--- config.mk ---
export PLATFORM = sky130hd
export DESIGN_NAME = timer_intr_gen
export DESIGN_NICKNAME = d
export VERILOG_FILES = /design/src/rtl/timer_intr_gen.sv
export SDC_FILE = /design/constraint.sdc
export NUM_CORES = 1
export LEC_CHECK = 0
export BUFFER_PORTS_ARGS = -buffer_cell sky130_fd_sc_hd__buf_2
export CAP_MARGIN = 40
export CORE_MARGIN = 2
export CORE_UTILIZATION = 47
export CTS_CLUSTER_SIZE = 40
export DETAILED_ROUTE_END_ITERATION = 7
export PLACE_DENSITY_LB_ADDON = 0.05
export REMOVE_ABC_BUFFERS = 1
export SETUP_SLACK_MARGIN = 0.15
export SYNTH_ARGS = -nofsm -noshare
export SYNTH_HDL_FRONTEND = slang
export SYNTH_SLANG_ARGS = --single-unit
--- constraint.sdc ---
create_clock -name clk -period 2.3 [get_ports clk]
set_input_delay 0.345 -clock clk [delete_from_list [all_inputs] [get_ports clk]]
set_output_delay 0.345 -clock clk [all_outputs]
set_load 0.1 [all_outputs]
--- src/rtl/timer_intr_gen.sv ---
// Machine timer: 64-bit mtime with prescaler, 64-bit mtimecmp, CTRL/STATUS; raises t_intr.
// Latency: reads are combinational (same cycle); t_intr follows the compare condition by 1 cycle.
// Backpressure: none; every access completes in one cycle, writes land on the next clk edge.
//
// Ports:
//   clk, rst         clock, asynchronous active-low reset
//   addr/wdata       byte address and store data from the MEMORY stage
//   wr_en/rd_en      store/load strobes, only acted on when hit=1
//   hit              combinational address-window decode
//   rdata            combinational read data, 0 unless rd_en && hit
//   t_intr           registered, level-sensitive timer-interrupt request
`timescale 1ns/1ps
module timer_intr_gen #(
    parameter logic [31:0] BASE_ADDR = 32'h0000_1000,
    parameter int          PRESC_W   = 8
) (
    input  logic        clk,
    input  logic        rst,
    input  logic [31:0] addr,
    input  logic [31:0] wdata,
    input  logic        wr_en,
    input  logic        rd_en,
    output logic        hit,
    output logic [31:0] rdata,
    output logic        t_intr
);

    localparam logic [2:0] IDX_MTIME_LO = 3'd0;
    localparam logic [2:0] IDX_MTIME_HI = 3'd1;
    localparam logic [2:0] IDX_CMP_LO   = 3'd2;
    localparam logic [2:0] IDX_CMP_HI   = 3'd3;
    localparam logic [2:0] IDX_CTRL     = 3'd4;
    localparam logic [2:0] IDX_STATUS   = 3'd5;

    logic [63:0]        mtime;
    logic [63:0]        mtimecmp;
    logic               en;
    logic               ie;
    logic [PRESC_W-1:0] presc;
    logic [PRESC_W-1:0] presc_cnt;
    logic               pend;
    logic               wrap;

    logic [2:0]  idx;
    logic        wr_hit;
    logic        wr_mtime_lo;
    logic        wr_mtime_hi;
    logic        wr_cmp_lo;
    logic        wr_cmp_hi;
    logic        wr_ctrl;
    logic        wr_status;
    logic        tick;
    logic [32:0] lo_sum;
    logic        cmp_ge;
    logic        unused_addr_bits;

    assign hit    = (addr[31:5] == BASE_ADDR[31:5]);
    assign idx    = addr[4:2];
    assign wr_hit = wr_en && hit;

    assign wr_mtime_lo = wr_hit && (idx == IDX_MTIME_LO);
    assign wr_mtime_hi = wr_hit && (idx == IDX_MTIME_HI);
    assign wr_cmp_lo   = wr_hit && (idx == IDX_CMP_LO);
    assign wr_cmp_hi   = wr_hit && (idx == IDX_CMP_HI);
    assign wr_ctrl     = wr_hit && (idx == IDX_CTRL);
    assign wr_status   = wr_hit && (idx == IDX_STATUS);

    // Sub-word access is not supported, so the byte offset is ignored.
    assign unused_addr_bits = ^addr[1:0];

    assign tick   = en && (presc_cnt == presc);
    assign lo_sum = {1'b0, mtime[31:0]} + 33'd1;
    assign cmp_ge = (mtime >= mtimecmp);

    always_ff @(posedge clk or negedge rst) begin
        if (!rst) begin
            mtime     <= '0;
            mtimecmp  <= '1;
            en        <= 1'b0;
            ie        <= 1'b0;
            presc     <= '0;
            presc_cnt <= '0;
            pend      <= 1'b0;
            wrap      <= 1'b0;
            t_intr    <= 1'b0;
        end else begin
            // Software writes to a half win over a coincident tick for that half.
            if (wr_mtime_lo) begin
                mtime[31:0] <= wdata;
            end else if (tick) begin
                mtime[31:0] <= lo_sum[31:0];
            end

            // A carry only propagates when LO actually incremented and HI is not being written.
            if (wr_mtime_hi) begin
                mtime[63:32] <= wdata;
            end else if (tick && !wr_mtime_lo && lo_sum[32]) begin
                mtime[63:32] <= mtime[63:32] + 32'd1;
            end

            if (wr_cmp_lo) begin
                mtimecmp[31:0] <= wdata;
            end
            if (wr_cmp_hi) begin
                mtimecmp[63:32] <= wdata;
            end

            if (wr_ctrl) begin
                en        <= wdata[0];
                ie        <= wdata[1];
                presc     <= wdata[8 +: PRESC_W];
                presc_cnt <= '0;
            end else if (en) begin
                presc_cnt <= tick ? '0 : presc_cnt + PRESC_W'(1);
            end

            // WRAP records a genuine 64-bit rollover; setting beats a same-cycle W1C.
            if (tick && (&mtime) && !wr_mtime_lo && !wr_mtime_hi) begin
                wrap <= 1'b1;
            end else if (wr_status && wdata[1]) begin
                wrap <= 1'b0;
            end

            pend   <= cmp_ge;
            t_intr <= cmp_ge && ie;
        end
    end

    always_comb begin
        rdata = '0;
        if (rd_en && hit) begin
            case (idx)
                IDX_MTIME_LO: rdata = mtime[31:0];
                IDX_MTIME_HI: rdata = mtime[63:32];
                IDX_CMP_LO:   rdata = mtimecmp[31:0];
                IDX_CMP_HI:   rdata = mtimecmp[63:32];
                IDX_CTRL: begin
                    rdata[0]            = en;
                    rdata[1]            = ie;
                    rdata[8 +: PRESC_W] = presc;
                end
                IDX_STATUS: begin
                    rdata[0] = pend;
                    rdata[1] = wrap;
                end
                default: rdata = '0;
            endcase
        end
    end

endmodule

* Yosys cells after proc, flatten, opt, wreduce, memory -nomap -nowiden
Cells that the tools add are included.
** Operators by class
- Magnitude comparators :: 1
- Shifts and indexed selects :: 0
- Reductions and logical operators :: 24
- Equality and inequality tests :: 7
- Mux-type cells :: 14
- Multipliers :: 0
- $add $sub $neg :: 3
- Bitwise logic cells :: 0
- Divide/modulo/power cells :: 0
** Operators by type and width (count)
- two-way mux 32 bit :: 5
- greater-or-equal comparator 64 bit :: 1
- case mux 16 bit (4 select lines) :: 1
- AND reduction 64 bit :: 1
- case mux 8 bit (5 select lines) :: 1
- adder 32 x 1 -> 33 bit (second input constant) :: 1
- adder 32 x 1 -> 32 bit (second input constant) :: 1
- equality test 27 x 8 -> 1 bit (second input constant) :: 1
- two-way mux 8 bit :: 3
- case mux 6 bit (4 select lines) :: 1
- logical AND 1 bit :: 16
- case mux 2 bit (6 select lines) :: 1
- adder 8 x 1 -> 8 bit (second input constant) :: 1
- equality test 8 bit :: 1
- nonzero test 2 bit :: 4
- equality test 3 x 2 -> 1 bit (second input constant) :: 2
- equality test 3 bit (second input constant) :: 2
- equality test 3 x 1 -> 1 bit (second input constant) :: 1
- logical NOT 3 bit :: 1
- logical NOT 1 bit :: 2
- two-way mux 1 bit :: 2
** Word-level totals
- Memories kept :: 0
- ROM bits :: 0
- RAM bits :: 0
- Flip-flop bits (word level) :: 149
- Latch bits :: 0
- Input bits :: 68
- Word-level logic and storage cells :: 60

* Longest topological paths before layout
Gate-level depths: netlist of the first run.
- Depth in word-level cells :: 8
- Depth in mapped cells :: 10

* Worst setup path after synthesis of the first run
OpenSTA, ideal clock, no wires.
- Path kind :: input to output
- Start :: input port addr[6]
- End :: output port rdata[16]
- Slack :: -2535 ps
- Data arrival time :: 4490 ps
- Cell stages on the path :: 7
- Path buffers :: 1
- Data required time :: 1955 ps
- Cells stage by stage :: nor4b_1 -> nand4_1 -> nor2_1 -> nand2_1 -> or2_0 -> clkbuf_1 -> a21oi_1
** On the way
- Word-level cells in the longest chain between the ends :: 3
** Ends and longest elaborated chain
- from (decl) :: line 19 : input logic [31:0] addr,
- equality test 27 x 8 -> 1 bit :: line 57 : assign hit = (addr[31:5] == BASE_ADDR[31:5]);
- named net hit :: line 23 : output logic hit,
- logical AND 1 bit :: line 131 : if (rd_en && hit) begin
- two-way mux 32 bit :: line 131
- to (decl) :: line 24 : output logic [31:0] rdata,
The timed path passes the listed nets, and every way through them passes these cells.

* Worst setup path in the final report of the first run
- Start :: register mtime[17]
- End :: register mtime[42]
** On the way
- Word-level cells in the longest chain between the ends :: 3
** Ends and longest elaborated chain
- from (decl) :: line 35 : logic [63:0] mtime;
- from (signal assigned) :: line 89 : mtime[31:0] <= wdata;
- from (signal assigned) :: line 91 : mtime[31:0] <= lo_sum[31:0];
- adder 32 x 1 -> 33 bit :: line 72 : assign lo_sum = {1'b0, mtime[31:0]} + 33'd1;
- logical AND 1 bit :: line 97 : end else if (tick && !wr_mtime_lo && lo_sum[32]) begin
- nonzero test 2 bit (no source line)
Every way passes these cells.
A chain may end at the register's enable or synchronous reset.

==> metrics.txt, run 1 <==
outcome=complete, but fails checks; failing checks=negative setup slack; Vias=between 9,000 and 10,000; Post-Layout Cell Count=1,686; Congestion Overflow GR=0; core area=~20,000 µm²; cts bufs inserted=17; Die ar.=21,700 µm²; crit path capture=mtime[42]; crit-path cells=nand4_2 > nor3_2 > nand4_1 > buf_4 > or4b_4 > buf_12 > nor4_4 > xnor2_1 > a21oi_1; clk root buf=clkbuf_16; sequential area share after synthesis=39.5%; Worst Reg-to-Reg Cells=9; Final min period=2570 ps; Post-Layout Inst Area=14,400 µm²; count of nets after finishing=1,538; EDFF count, synth=0; r2r setup slk=-270 ps; crit path launch type=flip-flop; WL per Instance=19.9 µm; die height=147 µm; main flop type after synthesis=dfrtp_1; Worst Path Max Fanout=5; IO Pins=102; Reg clk slew, reported paths=70 ps; deepest clock path buffer count=2; Worst VDD drop=between 0.4 and 0.5 mV; GRT Total Usage=31.5%; clock latency on the worst-skew pair=440 ps; Slew Limit Fails=0; Starting Density=47.8%; max cap viols=0; placed cell area=12,400 µm²; Core Rows=52; slowest CP cell=or4b_4; Tightest Pin Transition=624 ps; number of global-route vias before repair=around 10,000; synthesized cell area=9650 µm²; first-pass GRT wire length=52,600 µm; Die Width=~150 µm; RR Startpoint=mtime[17]; Worst Path Arrival=2880 ps; Pwr Total=6.08 mW; gp weighted congestion=0.890; clock sinks=149; H-tree depth=4; Post-Syn Instances=between 1,000 and 1,500; CTS tree=done; router iterations before antenna repair=5; total wire length=33,500 µm; CP startpoint=mtime[17]; Placed Cells incl. Taps=1,622; drt via density=5.68; max incr delay on CP=590 ps; Async S/R FF share, synth=100%; Max-slew headroom=between 50% and 60%; f_max=0.389 GHz; CP Class=reg -> reg; ANT nets after route=0; layout cells sized above 1=40.5%; Cell variety after synth=56; drt first-iter violations=551; RSZ-0062 raised after global routing=true; worst hold margin=~150 ps; Final Hold Fails=0; register bit total from synthesis=149; Mean Syn Cell Area=8.73 µm²; Leak=6.46 nW; CP Capture Type=flip-flop; Buffers on Ports=99; period utilization=112%; synth-to-layout area growth=49.2%; Reg-to-Reg End=mtime[42]; setup TNS=-13,070 ps; yosys warns=0; Pwr Density=422 nW/µm²; Data required, critical path=2610 ps; type of the most critical hold path=in -> reg; Final WS setup=-271 ps; drc violations=0; largest net degree at the start of global routing=60; setup violators final=88; # diodes=0; initial antenna violation count=0; skew final=around 13 ps; Detail Placement HPWL=23,300 µm
## layout make-up
cell class / instances / area [µm²]
Clock inverter: 15 / 144
Multi-Input combinational cell: 828 / 6270
Sequential cell: 149 / 3810
Fill cell: 1541 / 5780
Timing Repair Buffer: 331 / 3110
Clock buffer: 17 / 425
Tap cell: 270 / 338
Inverter: 76 / 285
## worst max-delay path, delay by kind of cell (launching register included)
| family | cells | cell delay (ps) |
|---|---|---|
| flip-flops | 1 | 470 |
| buffers and inverters | 2 | 360 |
| AO/OA/AOI/OAI | 1 | 80 |
| AND/OR/NAND/NOR | 5 | 1380 |
| XOR/XNOR | 1 | 160 |
## what timing repair did
action	CTS	global route
endpoints found under the setup margin	94	97
cloned	4	1
hold buffers	1	0
pin swaps	48	40
endpoints found under the hold margin	28	0
setup buffers	19	7
resized for setup	177	51
## per-layer routing
metal,vias to the layer above,share of wire [%],GRT usage (%)
met5,-,0,0
met3,71,6.1,5.68
met2,344,48,51.8
li1,4514,-,-
met4,0,3.2,11.9
met1,4648,42,41.7
## cells in the final DEF (no fill, tap or decap), types with 54 or more instances in the layout
| cell type | count |
|---|---|
| a21oi_1 | 60 |
| o21ai_0 | 89 |
| ha_1 | 62 |
| dfrtp_1 | 85 |
| buf_4 | 190 |
| inv_1 | 71 |
| dfstp_2 | 64 |
| nor2_1 | 59 |
| a22oi_1 | 54 |
| buf_2 | 60 |
| nand2_1 | 146 |
## sequential cells by signal, summed over array words and instances (netlist names)
register / count
pend: 1
ie: 1
presc_cnt: 8
mtime: 64
en: 1
presc: 8
t_intr: 1
wrap: 1
mtimecmp: 64
## logic make-up (layout without fill, tap and decap cells)
kind of cell | Yosys count | count (layout) | synth area share, %
mux | 23 | 23 | 2.71
flops | 149 | 149 | 39.5
fa+ha+maj | 67 | 67 | 8.69
simple gates | 380 | 380 | 20.0
buf+inv | 128 | 439 | 5.18
compound gates | 286 | 286 | 17.4
xor+xnor | 72 | 72 | 6.54
## cell usage after synthesis, drive strengths merged (2+ instances only)
master / count / share of area, %
nand2: 148 / 5.8
o21ai: 115 / 6.0
a21oi: 85 / 4.4
dfrtp: 85 / 22
nor2: 82 / 3.2
inv: 76 / 3.0
ha: 67 / 8.7
dfstp: 64 / 17
a22oi: 55 / 4.3
xnor2: 48 / 4.4
clkbuf: 45 / 1.8
nand3: 38 / 2.0
xor2: 24 / 2.2
nand4: 23 / 1.6
nor3: 20 / 1.5
and3: 19 / 1.2
nor4: 19 / 2.4
mux2: 15 / 1.8
a221oi: 9 / 0.82
and4: 8 / 0.73
o22a: 8 / 0.73
buf: 7 / 0.47
mux2i: 7 / 0.73
nor2b: 6 / 0.39
a21o: 4 / 0.31
or3: 3 / 0.19
a211oi: 2 / 0.16
nor3b: 2 / 0.16
o311ai: 2 / 0.18
or2: 2 / 0.13
or4: 2 / 0.19
or4b: 2 / 0.21
## worst min-delay path by stage
stage	from	endpoint	cells past startpoint
3_5_place_dp	rst	mtime[23]	1
6_report	wdata[18]	mtimecmp[50]	3
2_1_floorplan	rst	en	0
3_3_place_gp	rst	mtime[23]	1
4_1_cts	wdata[5]	mtimecmp[5]	3
5_1_grt	wdata[5]	mtimecmp[5]	3
## report_power, final
group	leakage, nW	switching, mW	internal, mW
clock network	0.273	1.26	1.51
logic	4.53	0.378	0.263
registers	1.65	0.0183	2.65
total	6.46	1.66	4.42
## per-stage QoR
stage / utilization [%] / setup WS, ps
4_1_cts: 69.7 / -328
3_5_place_dp: 61.5 / -365
6_report: 71.3 / -271
2_1_floorplan: - / -2670
3_3_place_gp: 61.5 / -372
5_1_grt: 71.3 / -333
Note: power is estimated with default switching activity, not from simulation.
==> run 2: changes to the inputs <==
PLACE_DENSITY = 0.69   (was not set)
PLACE_DENSITY_LB_ADDON = not set   (was 0.05)
==> metrics.txt, run 2 (same netlist as run 1, synthesis figures left out) <==
outcome=complete, but fails checks; failing checks=negative setup slack; Core Rows=52; number of global-route vias before repair=about 10,000; Worst Path Max Fanout=6; routed metal-1 wirelength=approximately 13,000 µm; ANT nets after route=0; Starting Density=47.8%; crit path launch type=flip-flop; Post-Layout Cell Count=~1,700; Detail Placement HPWL=22,300 µm; most common cell after layout, fill and taps aside=buf_4; fillers=1,394; CP Class=reg -> reg; Placed Cells incl. Taps=1,625; clk root buf=clkbuf_16; Pwr Density=between 400 and 500 nW/µm²; f_max=0.357 GHz; met2 routed WL=16,700 µm; Largest regs=mtime x64, mtimecmp x64; deepest clock path buffer count=2; clock latency on the worst-skew pair=between 400 and 500 ps; drc violations=0; slowest CP cell=or4_4; WL per Instance=~21 µm; drt via density=5.98; gp weighted congestion=0.928; CTS tree=done; hold depth=3; GRT Total Usage=30.7%; RR Startpoint=presc[6]; WHS Endpoint=mtimecmp[50]; synth-to-layout area growth=50.6%; Worst VDD drop=0.410 mV; layout cells sized above 1=41.3%; most frequent cells in the layout=193 x buf_4, 146 x nand2_1, 91 x o21ai_0, 85 x dfrtp_1, 69 x inv_1; Slew Limit Fails=0; Reg clk slew, reported paths=70 ps; DR WL met3=approximately 3300 µm; drt first-iter violations=937; skew final=11.5 ps; H-tree depth=4; CP Capture Type=flip-flop; IO Pins=102; cts bufs inserted=17; initial antenna violation count=0; total wire length=35,100 µm; crit-path cells=xnor2_1 > nand4_1 > or4_4 > buf_12 > buf_12 > nor4_4 > buf_6 > nand4_1 > xor2_1 > a21oi_1; die height=approximately 150 µm; first-pass GRT wire length=roughly 52,000 µm; Post-Layout Inst Area=14,500 µm²; max incr delay on CP=590 ps; Worst Reg-to-Reg Cells=10; largest net degree at the start of global routing=59; Final WS setup=-503 ps; period utilization=122%; # diodes=0; count of nets after finishing=between 1,500 and 2,000; Pwr Total=roughly 6.3 mW; clock sinks=149; Worst Path Arrival=3160 ps; type of the most critical hold path=in -> reg; max cap viols=0; Tightest Pin Transition=581 ps; RSZ-0062 raised after global routing=true; Die ar.=21,700 µm²; uppermost layer routed=met4; Congestion Overflow GR=0; setup violators final=73; core area=20,200 µm²; placed cell area=12,400 µm²; Reg-to-Reg End=mtime[17]; Vias=10,100; Buffers on Ports=approximately 100; r2r setup slk=-500 ps; Max-slew headroom=61.3%; Leak=6.54 nW; Data required, critical path=about 2700 ps; Hold Startpoint=wdata[18]; Die Width=147 µm; Final min period=2800 ps; Final Hold Fails=0; router iterations before antenna repair=5
[run 2: per-stage QoR]
step	setup WS (ps)	setup TNS [ps]	hold slack [ps]	utilization, %
5_1_grt	-591	-22930	157	72.0
4_1_cts	-283	-11450	151	69.2
3_5_place_dp	-299	-14300	366	61.6
6_report	-503	-15570	160	72.0
3_3_place_gp	-234	-11330	356	61.6
2_1_floorplan	-2670	-270970	49.4	-
[run 2: per-layer routing]
layer | GRT usage (%) | vias up
li1 | - | 4521
met1 | 39.3 | 4863
met2 | 51.1 | 593
met3 | 5.99 | 154
met4 | 12.6 | 0
met5 | 0 | -
[run 2: final cells by class]
type | count | area (µm²) | share of cell area [%]
timing repair buffer | 338 | 3220 | 22.2
sequential | 149 | 3810 | 26.2
clock inverter | 14 | 178 | 1.22
tap | 270 | 338 | 2.33
multi-input combinational | 828 | 6250 | 43.1
inverter | 76 | 285 | 1.96
clock buffer | 18 | 439 | 3.02
[run 2: where the power goes]
group / switching, mW / total, mW / internal (mW)
clock network: 1.23 / 2.98 / 1.75
registers: 0.0147 / 2.66 / 2.65
logic: 0.394 / 0.692 / 0.298
total: 1.64 / 6.33 / 4.69
[run 2: critical path: cells and delay by family, from the launching register on]
kind / cells / cell delay [ps]
AND/OR/NAND/NOR: 4 / 1300
XOR/XNOR: 2 / 340
AO/OA/AOI/OAI: 1 / 130
flip-flops: 1 / 410
buffers and inverters: 3 / 540
[run 2: what timing repair did]
action                                  4_1_cts  5_1_grt
hold buffers                                  1        0
gates resized for setup                     152       79
endpoints found under the setup margin       96       95
gates cloned                                  4        1
pin swaps                                    31       62
buffers inserted                             13       17
endpoints found under the hold margin        22        0
[run 2: how the worst max path moves through the flow]
stage | from | endpoint | slack, ps | cells past startpoint
finish | presc[6] | mtime[17] | -500 | 10
global route | presc[6] | mtime[17] | -590 | 10
CTS | presc[7] | mtime[46] | -280 | 8
detailed placement | presc_cnt[7] | mtime[37] | -300 | 8
global placement | presc_cnt[7] | mtime[33] | -230 | 8
floorplan | addr[6] | rdata[16] | -2670 | 6
